## config.mk

```make
export PLATFORM = sky130hd
export DESIGN_NAME = step_dir_monitor
export DESIGN_NICKNAME = d
export VERILOG_FILES = /design/src/rtl/step_dir_monitor.sv
export SDC_FILE = /design/constraint.sdc
export NUM_CORES = 1
export LEC_CHECK = 0
export CAP_MARGIN = 20
export CORE_MARGIN = 4
export CORE_UTILIZATION = 50
export DETAILED_ROUTE_END_ITERATION = 10
export PLACE_DENSITY = 0.73
export SLEW_MARGIN = 10
export SYNTH_ARGS = -nofsm -noshare
export SYNTH_HDL_FRONTEND = slang
export SYNTH_SLANG_ARGS = --single-unit
```

## constraint.sdc

```tcl
create_clock -name CLK -period 3.3 [get_ports CLK]
set_input_delay 0.66 -clock CLK [delete_from_list [all_inputs] [get_ports CLK]]
set_output_delay 0.66 -clock CLK [all_outputs]
set_load 0.01 [all_outputs]
```

## src/rtl/step_dir_monitor.sv

```systemverilog
// Receive-side step/dir decoder: synchronizes the step/dir pair, tracks signed
// position, measures step period and flags direction-setup / pulse-width violations.
module step_dir_monitor #(
  parameter int DIR_SETUP    = 255,
  parameter int MIN_HIGH     = 2,
  parameter int IDLE_TIMEOUT = 50000
) (
  input  logic        CLK,
  input  logic        reset,
  input  logic        step_in,
  input  logic        dir_in,
  input  logic        pos_load,
  input  logic [18:0] pos_value,
  input  logic        clr_err,
  output logic [18:0] position,
  output logic [15:0] period,
  output logic        period_valid,
  output logic        moving,
  output logic        dir_err,
  output logic        width_err
);

  localparam logic [7:0]  DIR_SETUP_C = 8'(DIR_SETUP);
  localparam logic [7:0]  MIN_HIGH_C  = 8'(MIN_HIGH);
  localparam logic [15:0] IDLE_C      = 16'(IDLE_TIMEOUT);

  typedef enum logic {IDLE = 1'b0, ACTIVE = 1'b1} state_t;

  state_t      state_q, state_d;
  logic        step_s1_q, step_s1_d, step_s2_q, step_s2_d, step_dly_q, step_dly_d;
  logic        dir_s1_q, dir_s1_d, dir_s2_q, dir_s2_d, dir_dly_q, dir_dly_d;
  logic [18:0] position_q, position_d;
  logic [15:0] period_q, period_d;
  logic        period_valid_q, period_valid_d;
  logic [15:0] per_cnt_q, per_cnt_d;
  logic [15:0] idle_cnt_q, idle_cnt_d;
  logic [7:0]  dir_cnt_q, dir_cnt_d;
  logic [7:0]  high_cnt_q, high_cnt_d;
  logic        dir_err_q, dir_err_d;
  logic        width_err_q, width_err_d;

  logic        rise, fall, dir_chg, dir_set, width_set;
  logic [7:0]  setup_cnt;

  always_comb begin
    step_s1_d      = step_in;
    step_s2_d      = step_s1_q;
    step_dly_d     = step_s2_q;
    dir_s1_d       = dir_in;
    dir_s2_d       = dir_s1_q;
    dir_dly_d      = dir_s2_q;
    state_d        = state_q;
    position_d     = position_q;
    period_d       = period_q;
    period_valid_d = 1'b0;
    idle_cnt_d     = idle_cnt_q;

    rise    = step_s2_q & ~step_dly_q;
    fall    = ~step_s2_q & step_dly_q;
    dir_chg = dir_s2_q ^ dir_dly_q;

    per_cnt_d = rise ? 16'd1 : ((per_cnt_q == 16'hFFFF) ? per_cnt_q : per_cnt_q + 16'd1);

    dir_cnt_d = dir_chg ? 8'd0 : ((dir_cnt_q == 8'hFF) ? dir_cnt_q : dir_cnt_q + 8'd1);
    // A dir change landing on the same cycle as the rise counts as zero setup time.
    setup_cnt = dir_chg ? 8'd0 : dir_cnt_q;
    dir_set   = rise && (setup_cnt < DIR_SETUP_C);

    if (rise)
      high_cnt_d = 8'd1;
    else if (step_s2_q && high_cnt_q != 8'hFF)
      high_cnt_d = high_cnt_q + 8'd1;
    else
      high_cnt_d = high_cnt_q;
    width_set = fall && (high_cnt_q < MIN_HIGH_C);

    if (pos_load)
      position_d = pos_value;
    else if (rise)
      position_d = dir_s2_q ? position_q + 19'd1 : position_q - 19'd1;

    dir_err_d   = dir_set   ? 1'b1 : (clr_err ? 1'b0 : dir_err_q);
    width_err_d = width_set ? 1'b1 : (clr_err ? 1'b0 : width_err_q);

    case (state_q)
      IDLE: begin
        idle_cnt_d = 16'd0;
        if (rise) state_d = ACTIVE;
      end
      default: begin
        if (rise) begin
          idle_cnt_d     = 16'd0;
          period_d       = per_cnt_q;
          period_valid_d = 1'b1;
        end else begin
          idle_cnt_d = idle_cnt_q + 16'd1;
          if (idle_cnt_d == IDLE_C) state_d = IDLE;
        end
      end
    endcase
  end

  always_ff @(posedge CLK or negedge reset) begin
    if (!reset) begin
      state_q        <= IDLE;
      step_s1_q      <= 1'b0;
      step_s2_q      <= 1'b0;
      step_dly_q     <= 1'b0;
      dir_s1_q       <= 1'b0;
      dir_s2_q       <= 1'b0;
      dir_dly_q      <= 1'b0;
      position_q     <= 19'd0;
      period_q       <= 16'd0;
      period_valid_q <= 1'b0;
      per_cnt_q      <= 16'd0;
      idle_cnt_q     <= 16'd0;
      dir_cnt_q      <= 8'hFF;
      high_cnt_q     <= 8'd0;
      dir_err_q      <= 1'b0;
      width_err_q    <= 1'b0;
    end else begin
      state_q        <= state_d;
      step_s1_q      <= step_s1_d;
      step_s2_q      <= step_s2_d;
      step_dly_q     <= step_dly_d;
      dir_s1_q       <= dir_s1_d;
      dir_s2_q       <= dir_s2_d;
      dir_dly_q      <= dir_dly_d;
      position_q     <= position_d;
      period_q       <= period_d;
      period_valid_q <= period_valid_d;
      per_cnt_q      <= per_cnt_d;
      idle_cnt_q     <= idle_cnt_d;
      dir_cnt_q      <= dir_cnt_d;
      high_cnt_q     <= high_cnt_d;
      dir_err_q      <= dir_err_d;
      width_err_q    <= width_err_d;
    end
  end

  assign position     = position_q;
  assign period       = period_q;
  assign period_valid = period_valid_q;
  assign moving       = (state_q == ACTIVE);
  assign dir_err      = dir_err_q;
  assign width_err    = width_err_q;

endmodule

```

## Word-level counts from Yosys, hierarchy flattened

Index checks and enable logic that the tools add are counted.

| word-level totals | value |
|---|---|
| flip-flop bits (word level) | 93 |
| input port bits | 25 |
| output and inout port bits | 39 |
| logic and storage cells | 63 |

| operators by class | value |
|---|---|
| add/subtract/negate cells | 6 |
| order comparisons | 2 |
| equal/unequal tests | 6 |
| mux-type cells | 20 |
| bitwise gates (word level) | 5 |
| reduce and logical (&&, ||, !) cells | 8 |

Operators by type and width:

| cell | count |
|---|---|
| 16-bit two-way mux | 4 |
| 19-bit two-way mux | 3 |
| 8-bit two-way mux | 5 |
| 16-bit by 1-bit adder with 16-bit output, second input constant | 2 |
| 16-bit == test, second input constant | 2 |
| 19-bit by 1-bit adder with 19-bit output, second input constant | 1 |
| 19-bit by 1-bit subtractor with 19-bit output, second input constant | 1 |
| 8-bit by 1-bit adder with 8-bit output, second input constant | 2 |
| 8-bit == test, second input constant | 1 |
| 8-bit by 2-bit < comparator with 1-bit output, second input constant | 1 |
| 8-bit < comparator, second input constant | 1 |
| 1-bit two-way mux | 8 |
| 8-bit inequality test, second input constant | 1 |
| 2-bit nonzero test | 4 |
| 2-bit inequality test, second input constant | 2 |
| 1-bit logical AND | 3 |
| 1-bit bitwise AND | 2 |
| 1-bit NOT | 2 |
| 2-bit AND reduction | 1 |
| 1-bit bitwise XOR | 1 |

## Logic depth before layout (Yosys ltp)

| depth | value |
|---|---|
| depth after elaboration | 5 |
| mapped depth | 10 |
| mapped depth without buffers | 9 |

## Worst setup path after synthesis

OpenSTA, ideal clock, no wires.

| timing | value |
|---|---|
| path type | reg-to-reg |
| from | register dir_s2_q, in the netlist dir_dly_d |
| to | register position_q[12], in the netlist position[12] |
| library setup time | 0.126 ns |
| arrival time | 2.512 ns |
| path slack | 0.662 ns |
| stages on the path, launching flop included | 10 |
| path buffers | 0 |
| cell sequence | dfrtp_1 inv_1 ha_1 a211o_1 or2_1 o21ai_1 nand2_1 a31oi_1 xnor2_1 a221o_1 |

| between the ends | value |
|---|---|
| longest elaborated chain between the ends | 3 |

RTL lines:

| element | RTL line | text |
|---|---|---|
| start, declared | 31 | `logic dir_s1_q, dir_s1_d, dir_s2_q, dir_s2_d, dir_dly_q, dir_dly_d;` |
| start signal, assigned | 127 | `dir_s2_q <= dir_s2_d;` |
| 19-bit two-way mux | 80 | `position_d = dir_s2_q ? position_q + 19'd1 : position_q - 19'd1;` |
| 19-bit two-way mux | 79 | `else if (rise)` |
| 19-bit two-way mux | 77 | `if (pos_load)` |
| end signal, assigned | 129 | `position_q <= position_d;` |
| end, declared | 32 | `logic [18:0] position_q, position_d;` |

Every way passes these cells. The select of a mux whose other input is x is not followed.
A chain may end at the register's enable or synchronous reset.

## Worst setup path after layout

| timing | value |
|---|---|
| from | register dir_s2_q, in the netlist dir_dly_d |
| to | register position_q[15], in the netlist position[15] |

The elaborated chain is that of the path after synthesis.

==> flow_metrics.env <==
export IMPL_final_cell_mix="85 x dfrtp_1, 62 x clkdlybuf4s50_1, 61 x nor2_1"
export IMPL_syn_inst=532
export IMPL_num_io_pins=64
export IMPL_final_setup_tns_ns=0
export IMPL_die_h_um=110
export IMPL_required_ns=3.54
export IMPL_hold_buffers=0
export IMPL_rr_endpoint="position[15]"
export IMPL_r2r_start="dir_dly_d"
export IMPL_p_per_area_nw_per_um2=492
export IMPL_fin_skew_ns=0.0185
export IMPL_r2r_cells=10
export IMPL_fillers=829
export IMPL_grt_overflow=0
export IMPL_drive_above_1_share_pct=9.50
export IMPL_synth_fp_nets=580
export IMPL_grt_pass1_wl_mm=20.0
export IMPL_clk_path_buf_depth=2
export IMPL_synth_compound_area_share_pct=13.3
export IMPL_min_period_over_period_pct=89.5
export IMPL_antenna_cells=0
export IMPL_r2r_setup_slack_ns=0.35
export IMPL_htreeDepth=3
export IMPL_wl_per_cell_um=15.8
export IMPL_arrival_ns=3.20
export IMPL_ir_worst_vdd_v=0.000318
export IMPL_gp_congestion=0.901
export IMPL_die_w_um=110
export IMPL_grt_total_usage_pct=21.0
export IMPL_rsz0062_at_grt="no"
export IMPL_relSlewSlack_pct=50.6
export IMPL_clock_sinks=93
export IMPL_hold_class="in -> async"
export IMPL_core_um2=9910
export IMPL_vias=4142
export IMPL_p_leak_uw=0.00268
export IMPL_cts_root_buffer="clkbuf_8"
export IMPL_synthesis_area_um2=5170
export IMPL_min_period_ns=2.95
export IMPL_numCtsBuffers=9
export IMPL_path_max_fanout=12
export IMPL_row_count=36
export IMPL_synthXorXnorAreaFrac_pct=8.12
export IMPL_cts_setup_buffers=0
export IMPL_synthMuxAreaShare_pct=5.20
export IMPL_ys_warn_count=0
export IMPL_finalNetCount=643
export IMPL_final_common_cell="dfrtp_1"
export IMPL_path_clk_slew_ns=0.11
export IMPL_ys_flop_type="dfrtp_1"
export IMPL_synthSimpleGateAreaFrac_pct=19.3
export IMPL_endpoint_kind="flop"
export IMPL_ys_types=60
export IMPL_synth_top_family_by_area="simple AND/OR/NAND/NOR gates"
export IMPL_setup_violations=0
export IMPL_clock_latency_ns=0.37
export IMPL_status="finished, final reports clean"
export IMPL_syn2layout_area_growth_pct=19.3
export IMPL_layout_setup_ws_ns=0.347
export IMPL_antenna_found_initial=0
export IMPL_vias_per_cell=5.65
export IMPL_finalHoldViolations=0
export IMPL_fmax_ghz=0.339
export IMPL_io_buffer_count=63
export IMPL_drtPass1Iterations=4
export IMPL_avgSynthCellArea_um2=9.73
export IMPL_cts_tree="yes"
export IMPL_dieArea_um2=12000
export IMPL_dp_hpwl_mm=8.31
export IMPL_ctsResizeCount=0
export IMPL_grt_max_degree=53
export IMPL_grt_pass1_vias=4128
export IMPL_drt_initial_drc_count=231
export IMPL_crit_type="reg -> reg"
export IMPL_ant_nets=0
export IMPL_ys_ff_latch=93
export IMPL_wirelength_mm=11.6
export IMPL_synthAdderAreaFrac_pct=5.71
export IMPL_worstMarginPinSlew_ns=0.738
export IMPL_ys_seq_area_share_pct=45.2
export IMPL_drv_slew=0
export IMPL_synth_enable_flop_cells=0
export IMPL_place_ws_ns=0.387
export IMPL_initial_core_util_pct=52.2
export IMPL_maxCapViolCount=0
export IMPL_ys_async_sr_fraction_pct=100
export IMPL_start_kind="flop"
export IMPL_drc_errors=0
==> state kept, by name, indices dropped and copies added (netlist names), 8 cells and up <==
signal      cells
dir_cnt_q       8
high_cnt_q      8
idle_cnt_q     16
per_cnt_q      16
period         16
position       19
==> Yosys cell counts (7+ instances only) <==
library cell	count	area [um2]
o21a_1	7	52.6
inv_1	16	60.1
xnor2_1	21	184
nand2_1	46	173
and3_1	11	68.8
nor3_1	15	75.1
nand3_1	15	75.1
xor2_1	27	236
a21oi_1	24	120
nor2_1	61	229
dfrtp_1	85	2130
dfstp_2	8	210
mux2_2	15	169
clkbuf_1	17	63.8
a21o_1	8	60.1
mux2i_1	10	100
o21ai_0	28	140
nand4_1	18	113
ha_1	22	275
==> cell families (layout without fill, tap and decap cells) <==
kind of cell / count (synthesis) / in the layout
simple gates: 200 / 200
compound gates: 107 / 107
flops: 93 / 93
xor+xnor: 48 / 48
buf+inv: 36 / 104
mux: 25 / 25
fa+ha+maj: 23 / 23
==> layout make-up <==
class	instances	area (um2)	share of cell area, %
multi-input combinational	403	2680	43.4
tap	133	166	2.70
inverter	17	90.1	1.46
sequential	93	2340	37.9
clock inverter	7	91.3	1.48
timing repair buffer	71	688	11.1
clock buffer	9	124	2.01
==> through the flow <==
step                cells  hold WS, ns  total power (uW)  cell area [um2]  util (%)
finish                733        0.309              3030             6170      62.3
global route          733        0.362              3230             6170      62.3
CTS                   733        0.343              3060             6170      62.3
detailed placement    717        0.360              2260             5960      60.1
global placement      717        0.359              2230             5960      60.1
floorplan             532        0.331              1930             5170         -
==> worst max-delay path: stages (launching register included) <==
cell and delay (ns):
dfrtp_1 0.45, inv_1 0.34, buf_4 0.24, ha_1 0.32
a21o_1 0.22, a21o_1 0.17, a21o_1 0.18, a211oi_1 0.39
nor3_1 0.12, nor4b_1 0.32, a211oi_1 0.08
==> per-layer routing <==
layer	global-route usage, %	wire [um]	vias up
met1	30.9	5690	2002
met3	5.34	550	13
met5	0	0	-
met4	4.90	138	0
met2	31.0	5200	101
li1	-	-	2026
==> how the worst max path moves through the flow <==
stage	start	endpoint	slack (ns)
detailed placement	dir_dly_d	position[15]	0.39
CTS	dir_dly_d	position[15]	0.36
floorplan	dir_dly_d	position[12]	0.66
global placement	dir_dly_d	position[15]	0.51
finish	dir_dly_d	position[15]	0.35
global route	dir_dly_d	position[15]	0.1
==> power by group <==
part	internal [uW]	total [uW]	switching [uW]	leakage [uW]
Clock	306	784	478	0.000105
Sequential	1270	1420	145	0.00119
Combinational	398	834	436	0.00139
Total	1980	3030	1060	0.00268
No activity file was read; power rests on OpenSTA's default activity.
